==> src/rtl/uart_pkg.sv <==
// ============================================================================
// uart_pkg : shared types and register-map constants for the UART transmitter
// Revision : 1.0
// ============================================================================
`default_nettype none

package uart_pkg;

  typedef enum logic [2:0] {
    IDLE   = 3'd0,
    START  = 3'd1,
    DATA   = 3'd2,
    PARITY = 3'd3,
    STOP   = 3'd4
  } uart_state_t;

  localparam logic [3:0] UART_DATA_OFS   = 4'h0;
  localparam logic [3:0] UART_STATUS_OFS = 4'h4;
  localparam logic [3:0] UART_DIV_OFS    = 4'h8;

  localparam int STAT_FULL  = 0;
  localparam int STAT_EMPTY = 1;
  localparam int STAT_BUSY  = 2;
  localparam int STAT_OVF   = 3;

  // Word select within the 16-byte window; byte-lane bits are ignored.
  function automatic logic [1:0] reg_sel(input logic [3:0] a);
    return a[3:2];
  endfunction

endpackage

`default_nettype wire

==> src/rtl/byte_fifo.sv <==
// ============================================================================
// byte_fifo : circular-buffer FIFO with extra-MSB pointers for full/empty
// Revision  : 1.0
// ============================================================================
`default_nettype none

module byte_fifo #(
  parameter int FIFO_DEPTH = 8,
  parameter int WIDTH      = 8
) (
  input  logic             clk,
  input  logic             reset,
  input  logic             push,
  input  logic             pop,
  input  logic [WIDTH-1:0] din,
  output logic [WIDTH-1:0] dout,
  output logic             full,
  output logic             empty
);

  localparam int         AW      = $clog2(FIFO_DEPTH);
  localparam logic [AW:0] PTR_ONE = (AW + 1)'(1);

  logic [WIDTH-1:0] mem [FIFO_DEPTH];
  logic [AW:0]      wptr;
  logic [AW:0]      rptr;
  logic             do_push;
  logic             do_pop;

  assign full    = (wptr[AW] != rptr[AW]) && (wptr[AW-1:0] == rptr[AW-1:0]);
  assign empty   = (wptr == rptr);
  // A push into a full FIFO is dropped even when a pop frees a slot that cycle.
  assign do_push = push && !full;
  assign do_pop  = pop && !empty;
  assign dout    = mem[rptr[AW-1:0]];

  always_ff @(posedge clk) begin
    if (reset) begin
      wptr <= '0;
      rptr <= '0;
    end else begin
      if (do_push) wptr <= wptr + PTR_ONE;
      if (do_pop)  rptr <= rptr + PTR_ONE;
    end
  end

  always_ff @(posedge clk) begin
    if (do_push && !reset) mem[wptr[AW-1:0]] <= din;
  end

endmodule

`default_nettype wire

==> src/rtl/uart_tx_mmap.sv <==
// ============================================================================
// uart_tx_mmap : memory-mapped 8N1 UART transmitter with byte FIFO.
//                Optional even parity bit when UART_TX_PARITY_EN is defined.
// Revision     : 1.0
// ============================================================================
`default_nettype none

module uart_tx_mmap
  import uart_pkg::*;
#(
  parameter int          FIFO_DEPTH  = 8,
  parameter logic [15:0] DEFAULT_DIV = 16'd278
) (
  input  logic        clk,
  input  logic        reset,
  input  logic        re,
  input  logic        we,
  input  logic [3:0]  addr,
  input  logic [31:0] wd,
  output logic [31:0] rd,
  output logic        tx
);

  uart_state_t state, state_n;
  logic [15:0] div, baud_cnt, baud_n, baud_step;
  logic [7:0]  shift, shift_n, fifo_dout;
  logic [2:0]  bit_cnt, bit_n;
  logic        par_bit, par_n, par_en;
  logic        ovf, full, empty, pop, push, div_we, stat_we, tick;
  logic        unused_bits;

  assign push        = we && (reg_sel(addr) == reg_sel(UART_DATA_OFS));
  assign stat_we     = we && (reg_sel(addr) == reg_sel(UART_STATUS_OFS));
  assign div_we      = we && (reg_sel(addr) == reg_sel(UART_DIV_OFS));
  assign tick        = (baud_cnt == 16'd0);
  // DIV is sampled only at reload, so a mid-bit change never stretches the current bit.
  assign baud_step   = tick ? (div - 16'd1) : (baud_cnt - 16'd1);
  assign unused_bits = ^{wd[31:16], addr[1:0]};

  byte_fifo #(.FIFO_DEPTH(FIFO_DEPTH), .WIDTH(8)) u_fifo (
    .clk   (clk),
    .reset (reset),
    .push  (push),
    .pop   (pop),
    .din   (wd[7:0]),
    .dout  (fifo_dout),
    .full  (full),
    .empty (empty)
  );

  always_comb begin
    state_n = state;
    baud_n  = baud_cnt;
    shift_n = shift;
    bit_n   = bit_cnt;
    par_n   = par_bit;
    pop     = 1'b0;
    tx      = 1'b1;
    case (state)
      IDLE: begin
        if (!empty) begin
          pop     = 1'b1;
          state_n = START;
          shift_n = fifo_dout;
          par_n   = ^fifo_dout;
          baud_n  = div - 16'd1;
          bit_n   = 3'd0;
        end
      end
      START: begin
        tx     = 1'b0;
        baud_n = baud_step;
        if (tick) state_n = DATA;
      end
      DATA: begin
        tx     = shift[0];
        baud_n = baud_step;
        if (tick) begin
          shift_n = {1'b0, shift[7:1]};
          bit_n   = bit_cnt + 3'd1;
          if (bit_cnt == 3'd7) state_n = par_en ? PARITY : STOP;
        end
      end
      PARITY: begin
        tx     = par_bit;
        baud_n = baud_step;
        if (tick) state_n = STOP;
      end
      STOP: begin
        baud_n = baud_step;
        if (tick) state_n = IDLE;
      end
      default: state_n = IDLE;
    endcase
  end

  always_ff @(posedge clk) begin
    if (reset) begin
      state    <= IDLE;
      baud_cnt <= '0;
      shift    <= '0;
      bit_cnt  <= '0;
      par_bit  <= 1'b0;
      ovf      <= 1'b0;
      div      <= DEFAULT_DIV;
    end else begin
      state    <= state_n;
      baud_cnt <= baud_n;
      shift    <= shift_n;
      bit_cnt  <= bit_n;
      par_bit  <= par_n;
      if (push && full)          ovf <= 1'b1;
      else if (stat_we && wd[3]) ovf <= 1'b0;
      if (div_we) div <= (wd[15:0] == 16'd0) ? 16'd1 : wd[15:0];
    end
  end

`ifdef UART_TX_PARITY_EN
  always_ff @(posedge clk) begin
    if (reset)       par_en <= 1'b0;
    else if (div_we) par_en <= wd[16];
  end
`else
  assign par_en = 1'b0;
`endif

  always_comb begin
    rd = '0;
    if (re) begin
      case (reg_sel(addr))
        reg_sel(UART_STATUS_OFS): begin
          rd[STAT_FULL]  = full;
          rd[STAT_EMPTY] = empty;
          rd[STAT_BUSY]  = (state != IDLE);
          rd[STAT_OVF]   = ovf;
        end
        reg_sel(UART_DIV_OFS): begin
          rd[15:0] = div;
          rd[16]   = par_en;
        end
        default: rd = '0;
      endcase
    end
  end

endmodule

`default_nettype wire

==> config.mk <==
export PLATFORM = sky130hd
export DESIGN_NAME = uart_tx_mmap
export DESIGN_NICKNAME = d
export VERILOG_FILES = /design/src/rtl/uart_pkg.sv /design/src/rtl/byte_fifo.sv /design/src/rtl/uart_tx_mmap.sv
export SDC_FILE = /design/constraint.sdc
export NUM_CORES = 1
export LEC_CHECK = 0
export CAP_MARGIN = 20
export CELL_PAD_IN_SITES_DETAIL_PLACEMENT = 2
export CELL_PAD_IN_SITES_GLOBAL_PLACEMENT = 2
export CORE_AREA = 8 8 144 146
export CTS_CLUSTER_DIAMETER = 60
export DETAILED_ROUTE_END_ITERATION = 12
export DIE_AREA = 0 0 152 154
export GPL_ROUTABILITY_DRIVEN = 0
export GPL_TIMING_DRIVEN = 0
export PLACE_DENSITY_LB_ADDON = 0.08
export SYNTH_ARGS = -nofsm -noshare
export SYNTH_HDL_FRONTEND = slang
export SYNTH_SLANG_ARGS = --single-unit
==> constraint.sdc <==
create_clock -name clk -period 2 [get_ports clk]
set_input_delay 0.4 -clock clk [delete_from_list [all_inputs] [get_ports clk]]
set_output_delay 0.4 -clock clk [all_outputs]
set_load 0.1 [all_outputs]
==> flow_metrics.py <==
metrics = {
    "status": {
        "status": "complete, but fails checks",
        "violations": "setup timing",
    },
    "sta": {
        "finalWorstSetupSlack_ns": -0.301,
        "pins_over_slew_limit": 0,
        "fin_skew_ns": 0.00723,
        "finalSetupViolations": 42,
        "worst_slew_margin_relative_to_its_limit_pct": 45.7,
        "max_slew.worst_pin.slew_ns": 0.815,
        "report.final.hold_viol_count": 0,
        "final.min_clock_period_ns": 2.30,
        "rsz0062_at_grt": "true",
        "layout_worst_path_cycle_share_pct": 115,
        "max_freq_ghz": 0.435,
        "tns_ns": -3.77,
        "finalHoldWorstSlack_ns": 0.489,
    },
    "placed_design": {
        "dpl.hpwl_um": 13200,
        "place_worst_setup_slack_ns": -1.33,
        "io_buffer_count": 38,
    },
    "logic_synthesis": {
        "synthArstFlopShare_pct": 0,
        "synthDominantAreaCellType": "sky130_fd_sc_hd__edfxtp_1",
        "synth_largest_type_area_fraction_pct": 32.1,
        "post_synthesis_instance_area_mm2": 0.00598,
        "yosys_warnings": 0,
        "ys_top_cells_by_area": "sky130_fd_sc_hd__edfxtp_1 (32%), sky130_fd_sc_hd__dfxtp_1 (20%), sky130_fd_sc_hd__mux4_1 (5.3%)",
        "synth.avg_cell_area_um2": 10.6,
        "library_cells_used_by_synthesis": 53,
        "seq_area_frac_synth_pct": 51.9,
        "syn_inst": 562,
        "number_of_flip_flops_and_latches_in_the_synthesized_netlist": 123,
        "synth-main-ff-cell": "sky130_fd_sc_hd__edfxtp_1",
        "synth-edff-count": 64,
    },
    "global_routing": {
        "groute.usage.overall_pct": 18.2,
        "grt_pass1_vias": 5508,
        "grt-ovfl-total": 0,
        "grt_start_max_net_pins": 17,
        "grt_first_pass_wirelength_um": 32900,
        "antenna_found_initial": 0,
    },
    "critical_path": {
        "worstPathMaxFanout": 3,
        "data_required_time_of_the_worst_path_ns": 1.60,
        "endpoint_class_of_the_critical_path": "output pin",
        "timing.critical_path.from_type": "flip-flop",
        "regToRegSetupSlack_ns": -0.19,
        "critPathArrivalTime_ns": 1.90,
        "critical_path_class": "flip-flop to output pin",
    },
    "clock_network": {
        "clockRootBuffer": "sky130_fd_sc_hd__clkbuf_16",
        "cts_buffers": 17,
        "cts_htree_levels": 4,
        "clkTransAtPathRegs_ns": 0.06,
        "clock_latency_ns": 0.43,
        "ctsHoldBuffers": 0,
        "clock_tree.buffer_depth": 2,
        "clock_sinks": 123,
        "cts_tree": "yes",
    },
    "detailed_routing": {
        "highest-signal-layer": "met4",
        "met2_routed_wirelength_um": 11000,
        "total_routed_wire_length_on_the_met1_layer_um": 9870,
        "post_drt_via_cell_ratio": 5.29,
        "detail_route.wl_per_cell_um": 23.3,
        "drcViolationCount": 0,
        "vias": 4969,
        "detailroute.wirelength.met3_um": 573,
        "postRouteWirelength_um": 21900,
        "final_antenna_net_count": 0,
        "drt_iter0_drc": 184,
        "first_pass_iters": 4,
    },
    "final_layout": {
        "area.growth.synth_to_final_pct": 48.9,
        "fill_cells": 1824,
        "most-common-layout-cells": "sky130_fd_sc_hd__edfxtp_1 (64), sky130_fd_sc_hd__buf_4 (63), sky130_fd_sc_hd__nand2_1 (52), sky130_fd_sc_hd__nor2_1 (44), sky130_fd_sc_hd__dfxtp_1 (41)",
        "num_antenna_cells": 0,
        "final_common_cell": "sky130_fd_sc_hd__edfxtp_1",
        "nNetsFinal": 743,
        "drive_gt1_share_pct": 43.6,
    },
    "flow_run": {
        "cap_violations": 0,
    },
    "die": {
        "floorplan.core_area_mm2": 0.0185,
        "placement_rows": 50,
        "initial_utilization_pct": 32.4,
        "die_x_um": 152,
        "io-pin-count": 73,
        "dieArea_mm2": 0.0234,
        "die-height_um": 154,
    },
    "pwr": {
        "total_leakage_power_nw": 3.20,
        "power.density_cell_area_mw_per_mm2": 1390,
        "totalPowerFinal_mw": 12.3,
        "peak_vdd_ir_mv": 0.675,
    },
    "hold_path": {
        "min_path_type": "flip-flop to flip-flop",
    },
}
==> cells by family after synthesis <==
kind of cell / count (synthesis) / synth area share [%]
AO/OA/AOI/OAI: 99 / 10.4
multiplexers: 26 / 8.46
adder cells (fa/ha/maj): 10 / 2.09
flip-flops: 123 / 51.9
other: 1 / 0.0627
AND/OR/NAND/NOR: 216 / 17.5
XOR/XNOR: 29 / 4.25
buffers and inverters: 58 / 5.36
==> repair_timing <==
action | 4_1_cts | 5_1_grt
buffers inserted | 43 | 21
resized for setup | 293 | 83
pin swaps | 69 | 49
setup endpoints to repair | 118 | 124
cloned | 7 | 0
==> power by group <==
part	switching, mW	internal [mW]	leakage, nW	total [mW]
sequential	0.293	2.89	1.07	3.18
combinational	3.34	2.56	1.83	5.90
clock	1.36	1.89	0.296	3.25
total	4.99	7.34	3.20	12.3
==> final timing paths <==
path                          startpoint                   endpoint  cells after the start
max          u_fifo.wptr[2]$_SDFFE_PP0N_                      rd[0]                      5
min             baud_cnt[9]$_SDFFE_PP0P_   baud_cnt[9]$_SDFFE_PP0P_                      2
max reg2reg  u_fifo.wptr[1]$_SDFFE_PP0N_  baud_cnt[15]$_SDFFE_PP0P_                      8
min reg2reg     baud_cnt[9]$_SDFFE_PP0P_   baud_cnt[9]$_SDFFE_PP0P_                      2
==> sequential cells by signal, indices dropped and copies added, names as in the netlist, 3 cells and up, named ones only <==
signal	cells
u_fifo.rptr	4
bit_cnt	3
state	3
u_fifo.wptr	4
div	16
shift	8
baud_cnt	16
u_fifo.mem	64
==> per-layer routing <==
| metal | vias to the layer above | global-route usage [%] |
|---|---|---|
| met5 | - | 0 |
| met4 | 0 | 6.52 |
| met3 | 33 | 3.25 |
| met2 | 107 | 30.7 |
| met1 | 2539 | 23.0 |
| li1 | 2290 | - |
==> through the flow <==
stage                     instance area, um2  std cells  utilization (%)
after floorplan                         6130        577                -
after global placement                  6810        849             36.9
after detailed placement                6820        849             36.9
after CTS                               8440        925             45.7
after global routing                    8900        940             48.2
final                                   8900        940             48.2
==> area by class of cell <==
cell class / count / area (um2) / share of cell area (%)
clock buffers: 17 / 425 / 4.78
multi-input cells: 397 / 3430 / 38.6
plain buffers: 41 / 335 / 3.77
flip-flops and latches: 123 / 3140 / 35.3
repair buffers: 105 / 1060 / 11.9
clock inverters: 15 / 180 / 2.02
inverters: 8 / 30.0 / 0.337
well taps: 234 / 293 / 3.29
==> critical path, stage by stage (launching register included) <==
cell	delay, ns
sky130_fd_sc_hd__dfxtp_4	0.36
sky130_fd_sc_hd__xor2_4	0.20
sky130_fd_sc_hd__nor4_4	0.40
sky130_fd_sc_hd__a22oi_2	0.15
sky130_fd_sc_hd__nor2_4	0.17
sky130_fd_sc_hd__buf_12	0.18
==> synth_stat cells, types with 2 or more instances <==
library cell and n:
sky130_fd_sc_hd__a22oi_1 4, sky130_fd_sc_hd__mux4_1 12, sky130_fd_sc_hd__buf_4 17, sky130_fd_sc_hd__a211oi_1 6, sky130_fd_sc_hd__nand4_1 7, sky130_fd_sc_hd__dfxtp_1 59, sky130_fd_sc_hd__o21ai_0 21, sky130_fd_sc_hd__a21oi_1 43
sky130_fd_sc_hd__a211oi_2 6, sky130_fd_sc_hd__o21ai_1 2, sky130_fd_sc_hd__ha_1 10, sky130_fd_sc_hd__nand3_1 9, sky130_fd_sc_hd__clkbuf_1 22, sky130_fd_sc_hd__mux4_2 4, sky130_fd_sc_hd__nor4_1 10, sky130_fd_sc_hd__buf_6 2
sky130_fd_sc_hd__nand4b_1 2, sky130_fd_sc_hd__and3_1 15, sky130_fd_sc_hd__nand3b_1 5, sky130_fd_sc_hd__inv_1 8, sky130_fd_sc_hd__o211ai_1 4, sky130_fd_sc_hd__xor2_1 13, sky130_fd_sc_hd__buf_1 2, sky130_fd_sc_hd__nand2_1 61
sky130_fd_sc_hd__a21o_1 2, sky130_fd_sc_hd__buf_2 6, sky130_fd_sc_hd__edfxtp_1 64, sky130_fd_sc_hd__nand2b_1 4, sky130_fd_sc_hd__xnor2_1 16, sky130_fd_sc_hd__nor2_1 62, sky130_fd_sc_hd__nor3b_1 3, sky130_fd_sc_hd__mux2i_1 10
sky130_fd_sc_hd__nor3_1 25, sky130_fd_sc_hd__or3_1 2, sky130_fd_sc_hd__or4_1 6
No activity file was read; power rests on OpenSTA's default activity.
